==> src/rtl/alu_operand_issue.sv <==
// Operand issue stage in front of the execute ALU.
// It resolves rs/rt from the EX and WB forwarding paths, or from the register
// file, and it picks the immediate or rt for I2. A 2-entry elastic buffer
// (head plus skid) registers the result. in_ready depends only on registered
// state, so there is no combinational path from out_ready to in_ready.
module alu_operand_issue #(
  parameter int WIDTH = 32,
  parameter int SEL_W = 5,
  parameter int IDX_W = 5
) (
  input  logic             clk,
  input  logic             reset_n,
  input  logic             in_valid,
  output logic             in_ready,
  input  logic [IDX_W-1:0] in_rs_idx,
  input  logic [IDX_W-1:0] in_rt_idx,
  input  logic [WIDTH-1:0] in_rs_val,
  input  logic [WIDTH-1:0] in_rt_val,
  input  logic [WIDTH-1:0] in_imm,
  input  logic             in_use_imm,
  input  logic [SEL_W-1:0] in_sel,
  input  logic [IDX_W-1:0] in_rd_idx,
  input  logic             fwd_ex_valid,
  input  logic [IDX_W-1:0] fwd_ex_idx,
  input  logic [WIDTH-1:0] fwd_ex_val,
  input  logic             fwd_wb_valid,
  input  logic [IDX_W-1:0] fwd_wb_idx,
  input  logic [WIDTH-1:0] fwd_wb_val,
  input  logic             flush,
  output logic             out_valid,
  input  logic             out_ready,
  output logic [WIDTH-1:0] out_i1,
  output logic [WIDTH-1:0] out_i2,
  output logic [SEL_W-1:0] out_sel,
  output logic [IDX_W-1:0] out_rd_idx
);

  typedef enum logic [1:0] {ST_EMPTY, ST_ONE, ST_TWO} state_e;

  typedef struct packed {
    logic [WIDTH-1:0] i1;
    logic [WIDTH-1:0] i2;
    logic [SEL_W-1:0] sel;
    logic [IDX_W-1:0] rd;
  } entry_t;

  state_e state_q, state_d;
  entry_t head_q, head_d;
  entry_t skid_q, skid_d;
  entry_t new_entry;
  logic   accept;
  logic   transfer;

  // Forwarding priority: the zero register wins, then EX, then WB, then the register file.
  function automatic logic [WIDTH-1:0] resolve(
    input logic [IDX_W-1:0] idx,
    input logic [WIDTH-1:0] rf_val,
    input logic             ex_valid,
    input logic [IDX_W-1:0] ex_idx,
    input logic [WIDTH-1:0] ex_val,
    input logic             wb_valid,
    input logic [IDX_W-1:0] wb_idx,
    input logic [WIDTH-1:0] wb_val
  );
    if (idx == '0)                        return '0;
    else if (ex_valid && ex_idx == idx)   return ex_val;
    else if (wb_valid && wb_idx == idx)   return wb_val;
    else                                  return rf_val;
  endfunction

  assign in_ready   = (state_q != ST_TWO);
  assign out_valid  = (state_q != ST_EMPTY);
  assign accept     = in_valid & in_ready;
  assign transfer   = out_valid & out_ready;

  assign out_i1     = head_q.i1;
  assign out_i2     = head_q.i2;
  assign out_sel    = head_q.sel;
  assign out_rd_idx = head_q.rd;

  // Build the entry for the incoming instruction, with operands frozen at accept.
  always_comb begin
    new_entry.i1  = resolve(in_rs_idx, in_rs_val, fwd_ex_valid, fwd_ex_idx, fwd_ex_val,
                            fwd_wb_valid, fwd_wb_idx, fwd_wb_val);
    new_entry.i2  = in_use_imm ? in_imm
                               : resolve(in_rt_idx, in_rt_val, fwd_ex_valid, fwd_ex_idx,
                                         fwd_ex_val, fwd_wb_valid, fwd_wb_idx, fwd_wb_val);
    new_entry.sel = in_sel;
    new_entry.rd  = in_rd_idx;
  end

  // Next state for the elastic buffer. Flush overrides any accept or transfer.
  always_comb begin
    // NOTE: defaults first so that every path assigns every signal; otherwise latches are inferred.
    state_d = state_q;
    head_d  = head_q;
    skid_d  = skid_q;
    unique case (state_q)
      ST_EMPTY: begin
        if (accept) begin
          head_d  = new_entry;
          state_d = ST_ONE;
        end
      end
      ST_ONE: begin
        if (accept && transfer) begin
          head_d  = new_entry;
        end else if (accept) begin
          skid_d  = new_entry;
          state_d = ST_TWO;
        end else if (transfer) begin
          state_d = ST_EMPTY;
        end
      end
      ST_TWO: begin
        if (transfer) begin
          head_d  = skid_q;
          state_d = ST_ONE;
        end
      end
      default: state_d = ST_EMPTY;
    endcase
    if (flush) state_d = ST_EMPTY;
  end

  // State and data registers, with asynchronous active-low reset.
  always_ff @(posedge clk or negedge reset_n) begin
    // NOTE: the two data entries are reset as well, so outputs read 0 after reset and never X.
    if (!reset_n) begin
      state_q <= ST_EMPTY;
      head_q  <= '0;
      skid_q  <= '0;
    end else begin
      // NOTE: non-blocking assignments keep all flops updating in parallel on the clock edge.
      state_q <= state_d;
      head_q  <= head_d;
      skid_q  <= skid_d;
    end
  end

endmodule

==> config.mk <==
export PLATFORM = sky130hd
export DESIGN_NAME = alu_operand_issue
export DESIGN_NICKNAME = d
export VERILOG_FILES = /design/src/rtl/alu_operand_issue.sv
export SDC_FILE = /design/constraint.sdc
export NUM_CORES = 1
export LEC_CHECK = 0
export CAP_MARGIN = 20
export CORE_MARGIN = 4
export CORE_UTILIZATION = 43
export CTS_CLUSTER_DIAMETER = 60
export DETAILED_ROUTE_END_ITERATION = 8
export PLACE_DENSITY = 0.77
export SLEW_MARGIN = 15
export SYNTH_ARGS = -nofsm -noshare
export SYNTH_HDL_FRONTEND = slang
export SYNTH_SLANG_ARGS = --single-unit
==> constraint.sdc <==
create_clock -name clk -period 1.8 [get_ports clk]
set_input_delay 0.36 -clock clk [delete_from_list [all_inputs] [get_ports clk]]
set_output_delay 0.36 -clock clk [all_outputs]
set_load 0.03 [all_outputs]
Word-level counts from Yosys, hierarchy flattened

Index checks and enable logic that the tools add are counted.

Bitwise gates (word level): 3
$add $sub $neg: 0
Reductions and logical operators: 13
Magnitude comparators: 0
Div/mod/pow operators: 0
Multipliers: 0
Equality and inequality tests: 14
Shift-type cells: 0
Mux-type cells: 18

Operators by type and width:

| cell                                                                   | number |
|---|---|
| 32-bit 2-to-1 mux                                                      | 7 |
| 74-bit 2-to-1 mux                                                      | 3 |
| 74-bit one-hot mux with 3 select lines                                 | 1 |
| 5-bit equality test                                                    | 4 |
| 2-bit 2-to-1 mux                                                       | 6 |
| 5-bit zero test                                                        | 2 |
| 3-bit inequality test (second input constant)                          | 3 |
| 2-bit inequality test (second input constant)                          | 4 |
| 4-bit AND reduction                                                    | 2 |
| 2-bit one-hot mux with 3 select lines                                  | 1 |
| 1-bit logical AND                                                      | 5 |
| 4-bit inequality test (second input constant)                          | 1 |
| 3-bit AND reduction                                                    | 1 |
| 3-bit nonzero test                                                     | 1 |
| 1-bit AND                                                              | 2 |
| 2-bit by 1-bit equality test with 1-bit output (second input constant) | 1 |
| 2-bit equality test (second input constant)                            | 1 |
| 2-bit zero test                                                        | 1 |
| 2-bit nonzero test                                                     | 1 |
| 1-bit NOT                                                              | 1 |

ROM bits: 0
RAM bits: 0
Memories kept: 0
Bits in registers: 150
Word-level logic and storage cells: 57
Latch bits: 0

Logic depth before layout (Yosys ltp)

Gate-level depths: netlist of the first run.

Depth after elaboration: 8
Depth in mapped cells: 8
Depth with buffers taken out: 5

Worst setup path after synthesis of the first run

No wires, ideal clock.

Path kind: register to output
From: reg state_q[1]
To: out in_ready
Arrival: 1.499 ns
Buffers on the path: 3
Cell stages (with the launch flop): 6
Path slack: -0.059 ns
Path through: dfrtp_1 > nor2b_1 > buf_2 > inv_1 > clkbuf_1 > clkbuf_1

Word-level cells in the longest chain between the ends: 1

RTL lines:

| what                     | line | source |
|---|---|---|
| start: declaration       | 47   | `state_e state_q, state_d;` |
| start signal: assignment | 135  | `state_q <= state_d;` |
| 2-bit inequality test    | 71   | `assign in_ready = (state_q != ST_TWO);` |
| end: declaration         | 14   | `output logic in_ready,` |

Every way passes these cells.

Final worst setup path of the first run

From: in fwd_ex_idx[0]
To: reg head_q, in the netlist out_i1[24]

Word-level cells in the longest chain between the ends: 6
Elaborated cells on any way between the ends: 7

RTL lines:

| what                                        | line     | source |
|---|---|---|
| start: declaration                          | 24       | `input logic [IDX_W-1:0] fwd_ex_idx,` |
| 5-bit equality test *                       | 66       | `else if (ex_valid && ex_idx == idx) return ex_val;` |
| 1-bit logical AND *                         | 66       |  |
| 32-bit 2-to-1 mux *                         | 66       |  |
| 32-bit 2-to-1 mux *                         | 65       | `if (idx == '0) return '0;` |
| 74-bit 2-to-1 mux, on equally long branches | 106, 100 |  |
| 74-bit one-hot mux with 3 select lines *    | 98       | `unique case (state_q)` |
| end signal: assignment                      | 131      | `head_q <= '0;` |
| end signal: assignment                      | 136      | `head_q <= head_d;` |
| end: declaration                            | 48       | `entry_t head_q, head_d;` |

Mark *: on every way between the ends. The rest lies on a longest branch, timed or not. The select of a mux whose other input is x is not followed.
A chain may end at the register's enable or synchronous reset.

==> results of run 1 <==
==> worst min path at each step <==
stage | slack [ns] | to | cells after the start | from
2_1_floorplan | 0.06 | out_i1[0]$_DFFE_PN0P_ | 0 | reset_n
3_3_place_gp | 0.26 | out_rd_idx[1]$_DFFE_PN0P_ | 1 | reset_n
3_5_place_dp | 0.26 | out_rd_idx[1]$_DFFE_PN0P_ | 1 | reset_n
4_1_cts | 0.37 | out_rd_idx[1]$_DFFE_PN0P_ | 2 | reset_n
5_1_grt | 0.38 | out_rd_idx[1]$_DFFE_PN0P_ | 2 | reset_n
6_report | 0.37 | out_rd_idx[1]$_DFFE_PN0P_ | 2 | reset_n
==> what timing repair did <==
action / CTS / global route
endpoints found under the hold margin: 27 / 0
setup endpoints to repair: 204 / 117
gates cloned: 8 / 2
setup buffers: 11 / 3
hold buffers: 1 / 0
gates resized for setup: 149 / 68
pin swaps: 43 / 28
==> sequential cells by signal, summed over array words and instances (netlist names) <==
signal / count
out_rd_idx: 5
out_sel: 5
out_i1: 32
state_q: 2
skid_q: 74
out_i2: 32
==> cells in the mapped netlist <==
library cell  number  share of area
dfrtp_1          150           0.41
nand2_1          122          0.050
o21ai_0           96          0.053
clkbuf_1          83          0.034
nor2_1            77          0.032
a31oi_1           74          0.051
a21oi_1           67          0.037
nand4_1           34          0.023
nor3_1            34          0.019
inv_1             33          0.014
a21boi_0          32          0.026
a311o_1           32          0.035
a31o_2            32          0.031
and3_1            32          0.022
or3_1             32          0.022
o31ai_2           22          0.030
a41oi_2           20          0.036
buf_2             16         0.0088
a41oi_1           12          0.012
xnor2_1           12          0.012
o31ai_1           10         0.0082
xor2_1             8         0.0077
buf_1              4         0.0016
buf_4              4         0.0033
and2_1             3         0.0021
buf_6              3         0.0037
nor2b_1            3         0.0021
nor4_4             2         0.0047
a21boi_1           1        0.00082
and2_0             1        0.00069
and4_1             1        0.00096
nand2b_1           1        0.00069
nand3b_1           1        0.00082
o21bai_2           1         0.0012
o22a_1             1        0.00096
or2_1              1        0.00069
or2_2              1        0.00069
or4_1              1        0.00082
==> metrics by stage <==
stage | area, sq um | TNS (ns) | hold slack, ns | total power, W | instances
2_1_floorplan | 9110 | -0.270 | 0.0644 | 0.00638 | 1059
3_3_place_gp | 12800 | -66.26 | 0.256 | 0.00820 | 1587
3_5_place_dp | 12800 | -75.20 | 0.256 | 0.00828 | 1587
4_1_cts | 13700 | -0.000598 | 0.372 | 0.0117 | 1639
5_1_grt | 13900 | -0.494 | 0.382 | 0.0123 | 1642
6_report | 13900 | -0.0210 | 0.371 | 0.0118 | 1642
==> layout make-up <==
type / count / area [sq um] / share of cell area
repair buffers: 391 / 4010 / 0.289
clock inverters: 14 / 139 / 0.0100
clock buffers: 18 / 429 / 0.0310
well taps: 270 / 338 / 0.0244
multi-input cells: 766 / 5070 / 0.366
flip-flops and latches: 150 / 3750 / 0.271
inverters: 33 / 124 / 0.00894
==> power breakdown <==
| part | total (W) | switching [W] | internal [W] |
|---|---|---|---|
| sequential | 0.00450 | 0.000408 | 0.00409 |
| clock | 0.00351 | 0.00157 | 0.00194 |
| combinational | 0.00379 | 0.00215 | 0.00164 |
| total | 0.0118 | 0.00413 | 0.00767 |
==> kinds of logic (layout without fill, tap and decap cells) <==
kind of cell              after synthesis  in the layout  share of synthesized area
AOI/OAI and AO/OA                     400            400                      0.321
buffers and inverters                 143            456                     0.0652
xor gates and xnor gates               20             20                     0.0192
and+or+nand+nor                       346            346                      0.182
DFF                                   150            150                      0.412
==> per-layer routing <==
layer  vias to the layer above  track usage
li1                       4521            -
met1                      4836        0.412
met2                       668        0.466
met3                       138       0.0936
met4                         4        0.130
met5                         -            0
==> critical path, cell delays in order <==
cell,delay (ns)
clkdlybuf4s15_1,0.22
buf_4,0.16
xnor2_2,0.11
nand4_1,0.16
or2_4,0.31
buf_4,0.15
buf_12,0.15
a311o_1,0.39
a21oi_1,0.14
==> metrics.md, run 1 <==
| Metric | Value |
|---|---|
| Run status | `complete, but fails checks` |
| Failing checks | `setup timing` |
| Drt total wl | `38.0 mm` |
| Worst EP arrival | `2.18 ns` |
| Rel. slew slack | `0.615` |
| Yosys warns | `0` |
| Netlist cell types | `38` |
| Vias per inst | `6.19` |
| Avg WL per Cell | `23.1 um` |
| # IOs | `274` |
| Syn_area_per_cell | `8.60 sq um` |
| Post-synthesis sequential element count | `150` |
| Initial antenna violation count | `2` |
| Clk sink count | `150` |
| Layout cells sized above 1 | `0.211` |
| Pre-CTS setup slack | `-0.696 ns` |
| Clock root buffer | `clkbuf_16` |
| Vias in the first global route | `10222` |
| Reg clk slew, reported paths | `0.07 ns` |
| Worst-path maximum fanout | `16` |
| Gate Count Post-Synth | `1059` |
| Ant diodes | `0` |
| DP Wirelength | `25.5 mm` |
| Die W | `154 um` |
| First-iteration detailed-routing DRC count | `746` |
| Final Hold Viols | `0` |
| Highest Signal Layer | `met5` |
| Pre-antenna DRT Iters | `5` |
| Worst-Skew Late Latency | `0.43 ns` |
| Critical Path RT | `2.15 ns` |
| Commonest non-fill, non-tap cells in the layout | `176 x clkdlybuf4s50_1, 150 x dfrtp_1, 120 x nand2_1, 79 x o21ai_0, 79 x dlygate4sd2_1` |
| Fmax | `549 MHz` |
| Chip height | `154 um` |
| R2R Path End | `out_i2[10]$_DFFE_PN0P_` |
| # rows | `52` |
| DRC viols | `0` |
| Max-slew violations | `0` |
| Vias | `10167` |
| Htree depth | `4` |
| PD cells | `851 mW/mm^2` |
| Setup crit start kind | `input port` |
| Peak supply drop | `0.492 mV` |
| Most common cell after layout, fill and taps aside | `clkdlybuf4s50_1` |
| Core box area | `0.0206 sq mm` |
| Syn_nets | `1257` |
| Nets | `1557` |
| R2R depth | `7` |
| Critical R2R Launch | `state_q[0]$_DFFE_PN0P_` |
| IO buf count | `273` |
| Sequential area share after synthesis | `0.412` |
| Worst setup EP type | `flip-flop` |
| Max cap viols | `0` |
| Area grow syn2layout | `52.2%` |
| Starting density of the core | `0.443` |
| R2r setup slk | `0.03 ns` |
| GPL Wtd Cong | `0.937` |
| Worst-margin pin slew | `0.577 ns` |
| Worst setup margin | `-0.0210 ns` |
| Tcrit/Tclk final | `1.01` |
| Fillers | `1631` |
| Wl on met1 | `14.8 mm` |
| Crit Path Class | `input port to flip-flop` |
| CP endpoint | `out_i1[24]$_DFFE_PN0P_` |
| Worst Skew | `0.00797 ns` |
| CP Launch Point | `fwd_ex_idx[0]` |
| CTS tree | `yes` |
| First-pass GRT wire length | `57.9 mm` |
| GRT Residual Overflow | `0` |
| Die area | `0.0236 sq mm` |
| Met2 routed WL | `17.1 mm` |
| Min-delay worst type | `input port to async pin` |
| Max clock buf depth | `2` |
| Post-Syn Area | `0.00911 sq mm` |
| Post-Route Utilization | `0.674` |
| Setup violations, final | `1` |
| Lkg Pwr | `5.69 nW` |
| Largest net degree at the start of global routing | `53` |
| RSZ-0062 raised after global routing | `yes` |
| CTS buffer count | `17` |
| DR WL met3 | `4.38 mm` |
| Routed Antenna Nets | `0` |
| Fin crit period | `1.82 ns` |
| All-Layer GR Usage | `0.308` |
Note: power is estimated with default switching activity, not from simulation.
==> inputs of run 2 (changes only) <==
--- a/config.mk
+++ b/config.mk
@@ -11,7 +11,7 @@
 export CTS_CLUSTER_DIAMETER = 60
 export DETAILED_ROUTE_END_ITERATION = 8
 export PLACE_DENSITY = 0.77
-export SLEW_MARGIN = 15
+export SLEW_MARGIN = 10
 export SYNTH_ARGS = -nofsm -noshare
 export SYNTH_HDL_FRONTEND = slang
 export SYNTH_SLANG_ARGS = --single-unit
==> results of run 2 <==
Final layout, timing and power as in run 1 (identical DEF).
==> inputs of run 3 (changes only) <==
--- a/config.mk
+++ b/config.mk
@@ -11,7 +11,6 @@
 export CTS_CLUSTER_DIAMETER = 60
 export DETAILED_ROUTE_END_ITERATION = 8
 export PLACE_DENSITY = 0.77
-export SLEW_MARGIN = 10
 export SYNTH_ARGS = -nofsm -noshare
 export SYNTH_HDL_FRONTEND = slang
 export SYNTH_SLANG_ARGS = --single-unit
==> results of run 3 <==
Final layout, timing and power as in run 1 (identical DEF).
